### src/rtl/cga_vram_bridge.sv
// CPU-side bridge into the CGA framebuffer. Decodes ISA memory cycles in the
// framebuffer window, waits for the sequencer's CPU slot and performs one byte
// access on the shared video RAM bus, holding the ISA cycle until it is done.
module cga_vram_bridge #(
  parameter logic [19:0] FRAMEBUFFER_ADDR = 20'hB8000,
  parameter logic [4:0]  RAM_BASE         = 5'b00010,
  parameter bit          USE_BUS_WAIT     = 1'b1
) (
  input  logic        clk,
  input  logic        reset,
  input  logic [19:0] bus_a,
  input  logic        bus_memr_l,
  input  logic        bus_memw_l,
  input  logic        bus_aen,
  input  logic [7:0]  bus_d,
  output logic [7:0]  bus_out,
  output logic        bus_dir,
  output logic        bus_rdy,
  input  logic        isa_op_enable,
  output logic [18:0] ram_a,
  input  logic [7:0]  ram_d_in,
  output logic [7:0]  ram_d_out,
  output logic        ram_we_l,
  output logic        ram_cpu_sel
);

  typedef enum logic [2:0] {
    StIdle,
    StWaitSlot,
    StAccess,
    StCapture,
    StDone
  } state_e;

  state_e      state_q, state_d;
  logic [13:0] offset_q, offset_d;
  logic [7:0]  wdata_q, wdata_d;
  logic [7:0]  rdata_q, rdata_d;
  logic        is_write_q, is_write_d;

  // Active-high strobe pipelines: s1/s2 synchronise, s3 holds the previous synced value.
  logic        memr_s1_q, memr_s2_q, memr_s3_q;
  logic        memr_s1_d, memr_s2_d, memr_s3_d;
  logic        memw_s1_q, memw_s2_q, memw_s3_q;
  logic        memw_s1_d, memw_s2_d, memw_s3_d;

  logic        mem_cs;
  logic        req;
  logic        accept;
  logic        busy;

  assign mem_cs = (bus_a[19:14] == FRAMEBUFFER_ADDR[19:14]) & ~bus_aen;
  assign req    = mem_cs & ((memr_s2_q & ~memr_s3_q) | (memw_s2_q & ~memw_s3_q));

  // Strobe synchroniser next-state.
  always_comb begin
    memr_s1_d = ~bus_memr_l;
    memr_s2_d = memr_s1_q;
    memr_s3_d = memr_s2_q;
    memw_s1_d = ~bus_memw_l;
    memw_s2_d = memw_s1_q;
    memw_s3_d = memw_s2_q;
  end

  // Access FSM next-state, request latching and RAM bus outputs.
  always_comb begin
    state_d     = state_q;
    offset_d    = offset_q;
    wdata_d     = wdata_q;
    is_write_d  = is_write_q;
    rdata_d     = rdata_q;
    ram_cpu_sel = 1'b0;
    ram_we_l    = 1'b1;
    ram_a       = {RAM_BASE, offset_q};
    ram_d_out   = wdata_q;
    busy        = 1'b0;
    accept      = 1'b0;
    unique case (state_q)
      StIdle: begin
        if (req) begin
          accept     = 1'b1;
          offset_d   = bus_a[13:0];
          wdata_d    = bus_d;
          is_write_d = memw_s2_q;  // write wins when both strobes are active
          state_d    = StWaitSlot;
        end
      end
      StWaitSlot: begin
        busy = 1'b1;
        if (isa_op_enable) state_d = StAccess;
      end
      StAccess: begin
        busy        = 1'b1;
        ram_cpu_sel = 1'b1;
        if (is_write_q) begin
          ram_we_l = 1'b0;
          state_d  = StDone;
        end else begin
          state_d = StCapture;
        end
      end
      StCapture: begin
        busy        = 1'b1;
        ram_cpu_sel = 1'b1;
        rdata_d     = ram_d_in;
        state_d     = StDone;
      end
      StDone: begin
        // An aborted cycle already has its strobe released and falls straight through.
        if (!(is_write_q ? memw_s2_q : memr_s2_q)) state_d = StIdle;
      end
      default: state_d = StIdle;
    endcase
  end

  // State and datapath registers with synchronous reset.
  always_ff @(posedge clk) begin
    if (reset) begin
      state_q    <= StIdle;
      offset_q   <= '0;
      wdata_q    <= '0;
      rdata_q    <= '0;
      is_write_q <= 1'b0;
      memr_s1_q  <= 1'b0;
      memr_s2_q  <= 1'b0;
      memr_s3_q  <= 1'b0;
      memw_s1_q  <= 1'b0;
      memw_s2_q  <= 1'b0;
      memw_s3_q  <= 1'b0;
    end else begin
      state_q    <= state_d;
      offset_q   <= offset_d;
      wdata_q    <= wdata_d;
      rdata_q    <= rdata_d;
      is_write_q <= is_write_d;
      memr_s1_q  <= memr_s1_d;
      memr_s2_q  <= memr_s2_d;
      memr_s3_q  <= memr_s3_d;
      memw_s1_q  <= memw_s1_d;
      memw_s2_q  <= memw_s2_d;
      memw_s3_q  <= memw_s3_d;
    end
  end

  // ISA-side outputs.
  always_comb begin
    bus_out = rdata_q;
    bus_dir = mem_cs & ~bus_memr_l;
    bus_rdy = USE_BUS_WAIT ? ~(busy | accept) : 1'b1;
  end

endmodule
### config.mk
export PLATFORM = sky130hd
export DESIGN_NAME = cga_vram_bridge
export DESIGN_NICKNAME = d
export VERILOG_FILES = /design/src/rtl/cga_vram_bridge.sv
export SDC_FILE = /design/constraint.sdc
export NUM_CORES = 1
export LEC_CHECK = 0
export BUFFER_PORTS_ARGS = -buffer_cell sky130_fd_sc_hd__buf_2
export CAP_MARGIN = 20
export CORE_MARGIN = 10
export CORE_UTILIZATION = 45
export DETAILED_ROUTE_END_ITERATION = 10
export PLACE_DENSITY_LB_ADDON = 0.08
export SYNTH_ARGS = -nofsm -noshare
export SYNTH_HDL_FRONTEND = slang
export SYNTH_SLANG_ARGS = --single-unit
export TNS_END_PERCENT = 50
### constraint.sdc
create_clock -name clk -period 5.2 [get_ports clk]
set_clock_uncertainty 0.15 [all_clocks]
set_input_delay 1.04 -clock clk [delete_from_list [all_inputs] [get_ports clk]]
set_output_delay 1.04 -clock clk [all_outputs]
set_load 0.005 [all_outputs]
==> metrics.md <==
| Metric | Value |
|---|---|
| Detailed Place HPWL | 2960 um |
| Rows | 22 |
| Worst skew pair latency | 280 ps |
| Routed Antenna Nets | 0 |
| Worst hold path class | flop to flop |
| Achievable frequency | 307 MHz |
| Largest area contributor in the netlist | dfxtp_1 |
| TritonCTS Buffers | 5 |
| Post-DR vias/cell | 4.56 |
| Yosys Warn Count | 0 |
| Max-Cap Viols | 0 |
| Residual DRC | 0 |
| CTS Buffer Depth | 2 |
| Critical-path maximum fanout | 3 |
| I/O pin count | 81 |
| Worst VDD drop | 0.180 mV |
| Worst-Margin Slew | 801 ps |
| Lkg Pwr | 0.933 nW |
| Vias in the first global route | 1,338 |
| Synth Area per Inst | 9.68 um2 |
| IO Port Bufs | 75 |
| Die Ht | 82.2 um |
| FFs w/ async S/R, synth | 0 |
| Register area share after synthesis | 0.460 |
| Min cycle time layout | 3250 ps |
| Critical path's slowest cell | a211o_1 |
| Initial Utilization | 0.472 |
| Pwr Total | 0.000530 W |
| Post-DP Area | 2100 um2 |
| Setup violations, final | 0 |
| Ant. Diodes | 0 |
| Final setup margin | 1950 ps |
| Most Frequent Cell on Critical Path | buf_2 |
| Max transition margin | 0.466 |
| RSZ-0062 raised after global routing | no |
| Synth top area cells | dfxtp_1 46%, nand2b_1 17%, mux2i_1 13% |
| Iteration-0 DRC Markers | 41 |
| Routed wire length | 3900 um |
| Vias after detailed routing | 1,362 |
| Top-count cell post-synth | nand2b_1 |
| Number of setup buffers added after CTS | 0 |
| Largest delay contributor family on the critical path | compound AO/OA/AOI/OAI gates |
| Setup CP Type | input port to output pin |
| Seq cells post-synth | 40 |
| Post-synth EDFFs | 0 |
| Avg WL per Cell | 13.0 um |
| Top cells by count, synth | 46 x nand2b_1, 40 x dfxtp_1, 22 x mux2i_1, 11 x a21oi_1, 9 x nand3_1 |
| CP max stage delay | 350 ps |
| Worst Path Buf+Inv | 2 |
| Gr usage total | 0.113 |
| Post-synth top area share | 0.460 |
| Hold buffer count at CTS | 0 |
| Worst Setup End Kind | output pin |
| Worst EP arrival | 2060 ps |
| Slew Viols, Final | 0 |
| DR pass1 iterations | 4 |
| Die ar. | 6760 um2 |
| Syn Std Cell Area | 1740 um2 |
| Top FF cell, synth | dfxtp_1 |
| H-tree levels | 2 |
| Placeable Area | 3690 um2 |
| Largest net degree at the start of global routing | 63 |
| Distinct cells, synth | 26 |
| Share of post-route cells with drive strength above 1 | 0.343 |
| Initial antenna violation count | 0 |
| Final hold violation count | 0 |
| CTS tree | yes |
| Critical-path cell list | buf_2, nand4bb_1, a211o_1, a21o_1, buf_2 |
| Setup crit start kind | input port |
| Root buffer cell | clkbuf_8 |
| Pre-CTS setup slack | 1940 ps |
| Layout area overhead | 25.7% |
| Final core occ | 0.594 |
| First-pass GRT wire length | 6090 um |
| CTS sink cnt | 40 |
| Nets@finish | 293 |
| WP data required | 4010 ps |
| Pwr dens | 242 nW/um2 |
| Status | finished clean |
| Filler cell count | 369 |
| Setup_tns | 0 ps |
| Crit share post-route | 0.626 |
| Gr ovfl total | 0 |
| Clock-pin slew on the worst setup and hold paths | 70 ps |
| Final instance area | 2190 um2 |
| Die W | 82.2 um |
| Post-CTS sizing | 0 |
| Gp weighted congestion | 0.755 |
| Mapped Cells | 180 |
-- per-stage QoR --
step / std cells / hold WS, ps
finish: 299 / 279
floorplan: 183 / 264
global route: 299 / 305
detailed placement: 291 / 277
global placement: 291 / 269
CTS: 298 / 289
-- placed cells by master (no fill, tap or decap), types with 2 or more instances in the layout --
cell type	Yosys	final
mux2i_1	22	22
a21oi_1	11	11
nand3_1	9	9
nand3b_1	3	3
buf_2	1	75
nor2_1	5	5
dfxtp_1	40	40
nand2_1	8	8
nand2b_1	46	46
nor3_1	2	2
nor2b_1	6	6
conb_1	2	5
clkbuf_8	0	5
-- worst paths after layout --
check             startpoint           end  slack (ps)  cells after the start
hold / removal     memw_s1_q     memw_s2_q         280                      1
setup reg to reg  state_q[0]  ram_d_out[5]        2990                      5
setup / recovery     bus_aen       bus_rdy        1950                      5
hold reg to reg    memw_s1_q     memw_s2_q         280                      1
-- where the power goes --
group / switching (W) / total, W / leakage [nW] / internal [W]
clock: 0.0000946 / 0.000186 / 0.0410 / 0.0000911
sequential: 0.000000925 / 0.000309 / 0.323 / 0.000308
combinational: 0.0000150 / 0.0000354 / 0.569 / 0.0000204
-- per-layer routing --
layer  vias up  GRT usage  part of all wire
li1        724          -                 -
met1       582      0.131              0.42
met2        53      0.163              0.43
met3         3     0.0724              0.14
met4         0     0.0459            0.0059
met5         -          0                 0
-- logic make-up (layout without fill, tap and decap cells) --
group,count (synthesis),in the layout,synth area share
muxes,24,24,0.139
AOI/OAI and AO/OA,16,16,0.0647
and+or+nand+nor,82,82,0.277
other,2,5,0.00431
buffers and inverters,16,84,0.0546
DFF,40,40,0.460
-- cell type report --
class                           instances  area [um2]  share of cell area
Tap cell                               48        60.1              0.0274
Multi-Input combinational cell        127         857               0.391
Sequential cell                        40         801               0.366
Timing Repair Buffer                   77         394               0.180
Clock buffer                            6        72.6              0.0331
Clock inverter                          1        5.00             0.00229
-- worst reg2reg max path, cell delays in order, from the launching register on --
cell       delay [ps]
dfxtp_1           460
or3_4             440
a2111oi_4         390
buf_6             240
buf_4             250
mux2i_1           210
-- registers in the layout, indices dropped and copies added (netlist names) --
| name | cells |
|---|---|
| memr_s1_q | 1 |
| is_write_q | 1 |
| memr_s3_q | 1 |
| memr_s2_q | 1 |
| ram_d_out | 8 |
| offset_q | 14 |
| bus_out | 8 |
| memw_s2_q | 1 |
| state_q | 3 |
| memw_s1_q | 1 |
| memw_s3_q | 1 |
Power figures use the tool's default switching activity.
